**src/rtl/ram_arb_pkg.sv**
```systemverilog
// Shared constants and types for the two-port SRAM arbiter.
// The SRAM is 16 bits wide; each port transfer is a 32-bit word split into two halfword cycles.
package ram_arb_pkg;

    localparam int RAM_AW = 18;
    localparam int RAM_DW = 16;
    localparam int WORD_W = 32;

    typedef enum logic [1:0] {
        ST_IDLE = 2'd0,
        ST_LO   = 2'd1,
        ST_HI   = 2'd2,
        ST_DONE = 2'd3
    } state_t;

    typedef enum logic {
        OWN_MEM = 1'b0,
        OWN_IF  = 1'b1
    } owner_t;

endpackage

```
**src/rtl/ram_arbiter.sv**
```systemverilog
// Arbitrates instruction-fetch and data ports onto one 16-bit asynchronous SRAM.
// Each 32-bit access is two halfword cycles (LO, HI) followed by a one-cycle ack (DONE).
module ram_arbiter
    import ram_arb_pkg::*;
#(
    parameter int STARVE_LIMIT = 2
) (
    input  logic                clock,
    input  logic                reset,

    input  logic                if_req,
    input  logic [RAM_AW-1:0]   if_addr,
    output logic                if_ack,
    output logic [WORD_W-1:0]   if_rdata,

    input  logic                mem_req,
    input  logic                mem_rw,
    input  logic [RAM_AW-1:0]   mem_addr,
    input  logic [WORD_W-1:0]   mem_wdata,
    output logic                mem_ack,
    output logic [WORD_W-1:0]   mem_rdata,

    output logic [RAM_AW-1:0]   ram_addr,
    output logic [RAM_DW-1:0]   ram_wdata,
    input  logic [RAM_DW-1:0]   ram_rdata,
    output logic                ram_drive,
    output logic                ram_wre
);

    localparam int CW = (STARVE_LIMIT < 1) ? 1 : $clog2(STARVE_LIMIT + 1);
    localparam logic [CW-1:0] LIMIT = CW'(STARVE_LIMIT);

    state_t              state;
    owner_t              owner;
    logic                rw;
    logic [RAM_AW-2:0]   word_addr;
    logic [WORD_W-1:0]   wdata;
    logic [RAM_DW-1:0]   lo_half;
    logic [CW-1:0]       starve;

    logic                grant_if;
    logic                sel_rw;
    logic [RAM_AW-1:0]   sel_addr;

    // Halfword select bit of the request addresses is intentionally ignored.
    logic                unused_addr_lsb;
    assign unused_addr_lsb = if_addr[0] ^ mem_addr[0];

    always_comb begin
        grant_if = if_req && (!mem_req || (starve == LIMIT));
        sel_rw   = grant_if ? 1'b0 : mem_rw;
        sel_addr = grant_if ? if_addr : mem_addr;
    end

    always_ff @(posedge clock) begin
        if (reset) begin
            state     <= ST_IDLE;
            owner     <= OWN_MEM;
            rw        <= 1'b0;
            word_addr <= '0;
            wdata     <= '0;
            lo_half   <= '0;
            starve    <= '0;
            if_ack    <= 1'b0;
            mem_ack   <= 1'b0;
            if_rdata  <= '0;
            mem_rdata <= '0;
            ram_addr  <= '0;
            ram_wdata <= '0;
            ram_drive <= 1'b0;
            ram_wre   <= 1'b1;
        end else begin
            if_ack  <= 1'b0;
            mem_ack <= 1'b0;
            case (state)
                ST_IDLE: begin
                    // Starvation count only tracks mem grants while a fetch is waiting.
                    if (!if_req || grant_if)
                        starve <= '0;
                    else if (mem_req && (starve != LIMIT))
                        starve <= starve + 1'b1;

                    if (if_req || mem_req) begin
                        owner     <= grant_if ? OWN_IF : OWN_MEM;
                        rw        <= sel_rw;
                        word_addr <= sel_addr[RAM_AW-1:1];
                        wdata     <= mem_wdata;
                        ram_addr  <= {sel_addr[RAM_AW-1:1], 1'b0};
                        ram_wdata <= mem_wdata[RAM_DW-1:0];
                        ram_drive <= sel_rw;
                        ram_wre   <= ~sel_rw;
                        state     <= ST_LO;
                    end
                end

                ST_LO: begin
                    if (!rw)
                        lo_half <= ram_rdata;
                    ram_addr  <= {word_addr, 1'b1};
                    ram_wdata <= wdata[WORD_W-1:RAM_DW];
                    state     <= ST_HI;
                end

                ST_HI: begin
                    ram_drive <= 1'b0;
                    ram_wre   <= 1'b1;
                    if (owner == OWN_IF) begin
                        if_ack   <= 1'b1;
                        if_rdata <= {ram_rdata, lo_half};
                    end else begin
                        mem_ack <= 1'b1;
                        if (!rw)
                            mem_rdata <= {ram_rdata, lo_half};
                    end
                    state <= ST_DONE;
                end

                ST_DONE: begin
                    state <= ST_IDLE;
                end

                default: begin
                    state <= ST_IDLE;
                end
            endcase
        end
    end

endmodule

```
**config.mk**
```make
export PLATFORM = sky130hd
export DESIGN_NAME = ram_arbiter
export DESIGN_NICKNAME = d
export VERILOG_FILES = /design/src/rtl/ram_arb_pkg.sv /design/src/rtl/ram_arbiter.sv
export SDC_FILE = /design/constraint.sdc
export NUM_CORES = 1
export LEC_CHECK = 0
export ABC_AREA = 1
export CORE_MARGIN = 4
export CORE_UTILIZATION = 48
export CTS_BUF_LIST = sky130_fd_sc_hd__clkbuf_4 sky130_fd_sc_hd__clkbuf_8 sky130_fd_sc_hd__clkbuf_16
export DETAILED_ROUTE_END_ITERATION = 8
export GPL_ROUTABILITY_DRIVEN = 0
export GPL_TIMING_DRIVEN = 0
export PLACE_DENSITY = 0.9
export SYNTH_ARGS = -nofsm -noshare
export SYNTH_HDL_FRONTEND = slang
export SYNTH_SLANG_ARGS = --single-unit
```
**constraint.sdc**
```tcl
create_clock -name clock -period 1.8 [get_ports clock]
set_clock_uncertainty 0.05 [all_clocks]
set_input_delay 0.18 -clock clock [delete_from_list [all_inputs] [get_ports clock]]
set_output_delay 0.18 -clock clock [all_outputs]
set_load 0.1 [all_outputs]
```
==> results.sh <==
export IMPL_status="complete, no violations"
export IMPL_finalHoldViolations=0
export IMPL_n_antenna_cell=0
export IMPL_grt_pass1_vias=6571
export IMPL_io_buffers=188
export IMPL_fmax_ghz=0.5927
export IMPL_dr_pass1_iters=5
export IMPL_clkSinkCount=157
export IMPL_std_cell_rows=42
export IMPL_nFillCells=1026
export IMPL_wl_per_cell_um=14.70
export IMPL_critPathKind="flop to flop"
export IMPL_required_ns=2.07
export IMPL_p_per_area_mw_per_mm2=1983
export IMPL_rr_endpoint="mem_rdata[31]"
export IMPL_postLayoutSetupSlackWorst_ns=0.1128
export IMPL_drt_iter0_markers=562
export IMPL_areaGrowthSynthToFinish_pct=44.58
export IMPL_yosysTopAreaCellShare_pct=47.81
export IMPL_startpoint_type="flop"
export IMPL_max_stage_delay_ns=0.32
export IMPL_start_util_pct=49.25
export IMPL_via_per_inst=4.932
export IMPL_ys_types=22
export IMPL_drive_gt1_share_pct=16.41
export IMPL_yosys_area_top_type="dfxtp_1"
export IMPL_dp_slack_ns=-0.04339
export IMPL_die_area_mm2=0.01563
export IMPL_synth_area_leaders="dfxtp_1 (48%), nor2_1 (16%), nand2_1 (10%)"
export IMPL_rrSetupSlack_ns=0.11
export IMPL_clk_pin_slew_worst_paths_ns=0.07
export IMPL_syn_inst=965
export IMPL_p_total_mw=18.85
export IMPL_finalMaxSlewViolations=0
export IMPL_ys_warnings_count=0
export IMPL_core_area_mm2=0.01335
export IMPL_crit_chain="inv_1 -> ha_2 -> inv_1 -> nor3_4 -> buf_4 -> inv_2 -> buf_4 -> nor2_1 -> nor2_1"
export IMPL_min_path_cells=3
export IMPL_die_x_um=125.0
export IMPL_min_path_type="primary input to flop"
export IMPL_ant_nets=0
export IMPL_vdd_drop_max_v=0.001288
export IMPL_synth_avg_cell_area_um2=6.812
export IMPL_chipHeight_um=125.0
export IMPL_ys_ff_latch=157
export IMPL_cap_violations=0
export IMPL_dp_cells=1329
export IMPL_place_area_mm2=0.008676
export IMPL_grt_pass1_wl_um=32140
export IMPL_io_pins=191
export IMPL_finalCriticalPeriod_ns=1.687
export IMPL_drc=0
export IMPL_vias=6727
export IMPL_crit_slowest_cell="dfxtp_1"
export IMPL_endpoint_kind="flop"
export IMPL_design_area_mm2=0.009504
export IMPL_worstPathArrival_ns=1.96
export IMPL_path_delay_family="buffers and inverters"
export IMPL_cts_buffers=17
export IMPL_antenna_found_initial=0
export IMPL_grt_overflow=0
export IMPL_track_usage_pct=25.16
export IMPL_clk_latency_ns=0.43
export IMPL_dp_hpwl_um=14110
export IMPL_p_leak_nw=4.522
export IMPL_stdcell_count=1364
export IMPL_cts_tree="built"
export IMPL_yosysSeqAreaShare_pct=47.81
export IMPL_tightest_slew_ns=0.5896
export IMPL_cts_buffer_depth=2
export IMPL_reg2reg_depth=9
export IMPL_grt_max_degree=17
export IMPL_root_buffer="clkbuf_16"
export IMPL_max_slew_margin_rel_pct=60.87
export IMPL_r2r_start="state[0]"
export IMPL_finalSetupViolations=0
export IMPL_timing_hold_ws_ns=0.3205
export IMPL_h_tree_depth=4
export IMPL_syn_nets=1059
export IMPL_post_route_period_util_pct=93.73
export IMPL_worstPathMaxFanout=10
export IMPL_timing_critical_path_buf_inv=5
export IMPL_hp_start="mem_wdata[23]"
export IMPL_fin_nets=1269
export IMPL_syn_area_mm2=0.006574
export IMPL_routed_wl_um=20060
export IMPL_min_to="wdata[23]"
[worst max path at each step]
stage	slack, ns	cells past startpoint	start	end
global route	-0.00006	10	state[1]	ram_wdata[8]
floorplan	0.36	10	state[1]	ram_wdata[10]
global placement	-0.03	6	reset	mem_rdata[3]
detailed placement	-0.04	6	reset	mem_rdata[3]
finish	0.11	9	state[0]	mem_rdata[31]
CTS	0.05	8	state[0]	mem_rdata[31]
[worst register-to-register path, delay by kind of cell, from the launching register on]
kind                       cells  cell delay [ns]
DFF                            1             0.32
buffers and inverters          5             0.65
adders and majority gates      1             0.21
and+or+nand+nor                3             0.35
[through the flow]
stage,TNS [ns],utilization (%)
2_1_floorplan,0,-
3_5_place_dp,-0.4411,65.00
4_1_cts,0,70.74
6_report,0,71.20
3_3_place_gp,-0.1187,65.00
5_1_grt,-0.00005618,71.20
[layout by cell type, fill, tap and decap left out, types with 5 or more instances in the layout]
cell type,Yosys,routed
nor2_1,280,279
nand2_1,180,180
dfxtp_1,157,157
o21ai_0,116,116
clkdlybuf4s15_2,0,102
inv_1,95,95
clkdlybuf4s50_1,0,86
nand3_1,38,38
a21oi_1,24,24
buf_2,27,18
buf_4,10,17
clkbuf_16,0,17
clkbuf_1,14,12
clkbuf_4,0,6
inv_2,5,5
[layout make-up]
class | instances | area [um2] | area share [%]
clock buffer | 20 | 454.2 | 4.779
sequential | 157 | 3143 | 33.07
buffer | 54 | 316.6 | 3.331
multi-input combinational | 652 | 2764 | 29.08
tap | 176 | 220.2 | 2.317
timing repair buffer | 192 | 2039 | 21.46
inverter | 101 | 381.6 | 4.015
clock inverter | 12 | 185.2 | 1.948
[synthesized netlist by cell type (all sizes together)]
library cell	number
o21ai	117
ha	5
a21oi	24
nand2	183
nand3	38
clkbuf	16
dfxtp	157
nor2	282
inv	101
nor3	2
buf	39
nand3b	1
[metal layers]
| metal | part of all wire (%) | track usage, % | wire, um |
|---|---|---|---|
| met2 | 50 | 44.70 | 10020 |
| met5 | 0 | 0 | 0 |
| met3 | 8.3 | 7.932 | 1662 |
| met4 | 1.9 | 9.056 | 387 |
| met1 | 40 | 28.38 | 7990 |
[timing repair]
| item | in CTS | in global routing |
|---|---|---|
| pin swaps | 0 | 1 |
| setup buffers | 0 | 4 |
| resized for setup | 306 | 20 |
| endpoints found under the setup margin | 102 | 50 |
| hold buffers | 0 | 0 |
[power by group]
group | total, mW | switching, mW | internal [mW] | leakage, nW
clock | 3.88 | 1.48 | 2.40 | 0.312
combinational | 9.82 | 7.53 | 2.29 | 2.92
sequential | 5.14 | 0.611 | 4.53 | 1.29
total | 18.8 | 9.62 | 9.23 | 4.52
[sequential cells by signal, indices dropped and copies added, names as in the netlist, 2 cells and up]
name,count
word_addr,17
ram_addr,18
lo_half,16
wdata,16
mem_rdata,32
if_rdata,32
ram_wdata,16
state,2
starve,2
[kinds of logic after synthesis]
group                    count (synthesis)  share of synthesized area [%]
adder cells (fa/ha/maj)                  5                         0.9517
AO/OA/AOI/OAI                          141                          10.79
AND/OR/NAND/NOR                        506                          30.15
buffers and inverters                  156                          10.30
flip-flops                             157                          47.81
(Power assumes the default switching activity.)
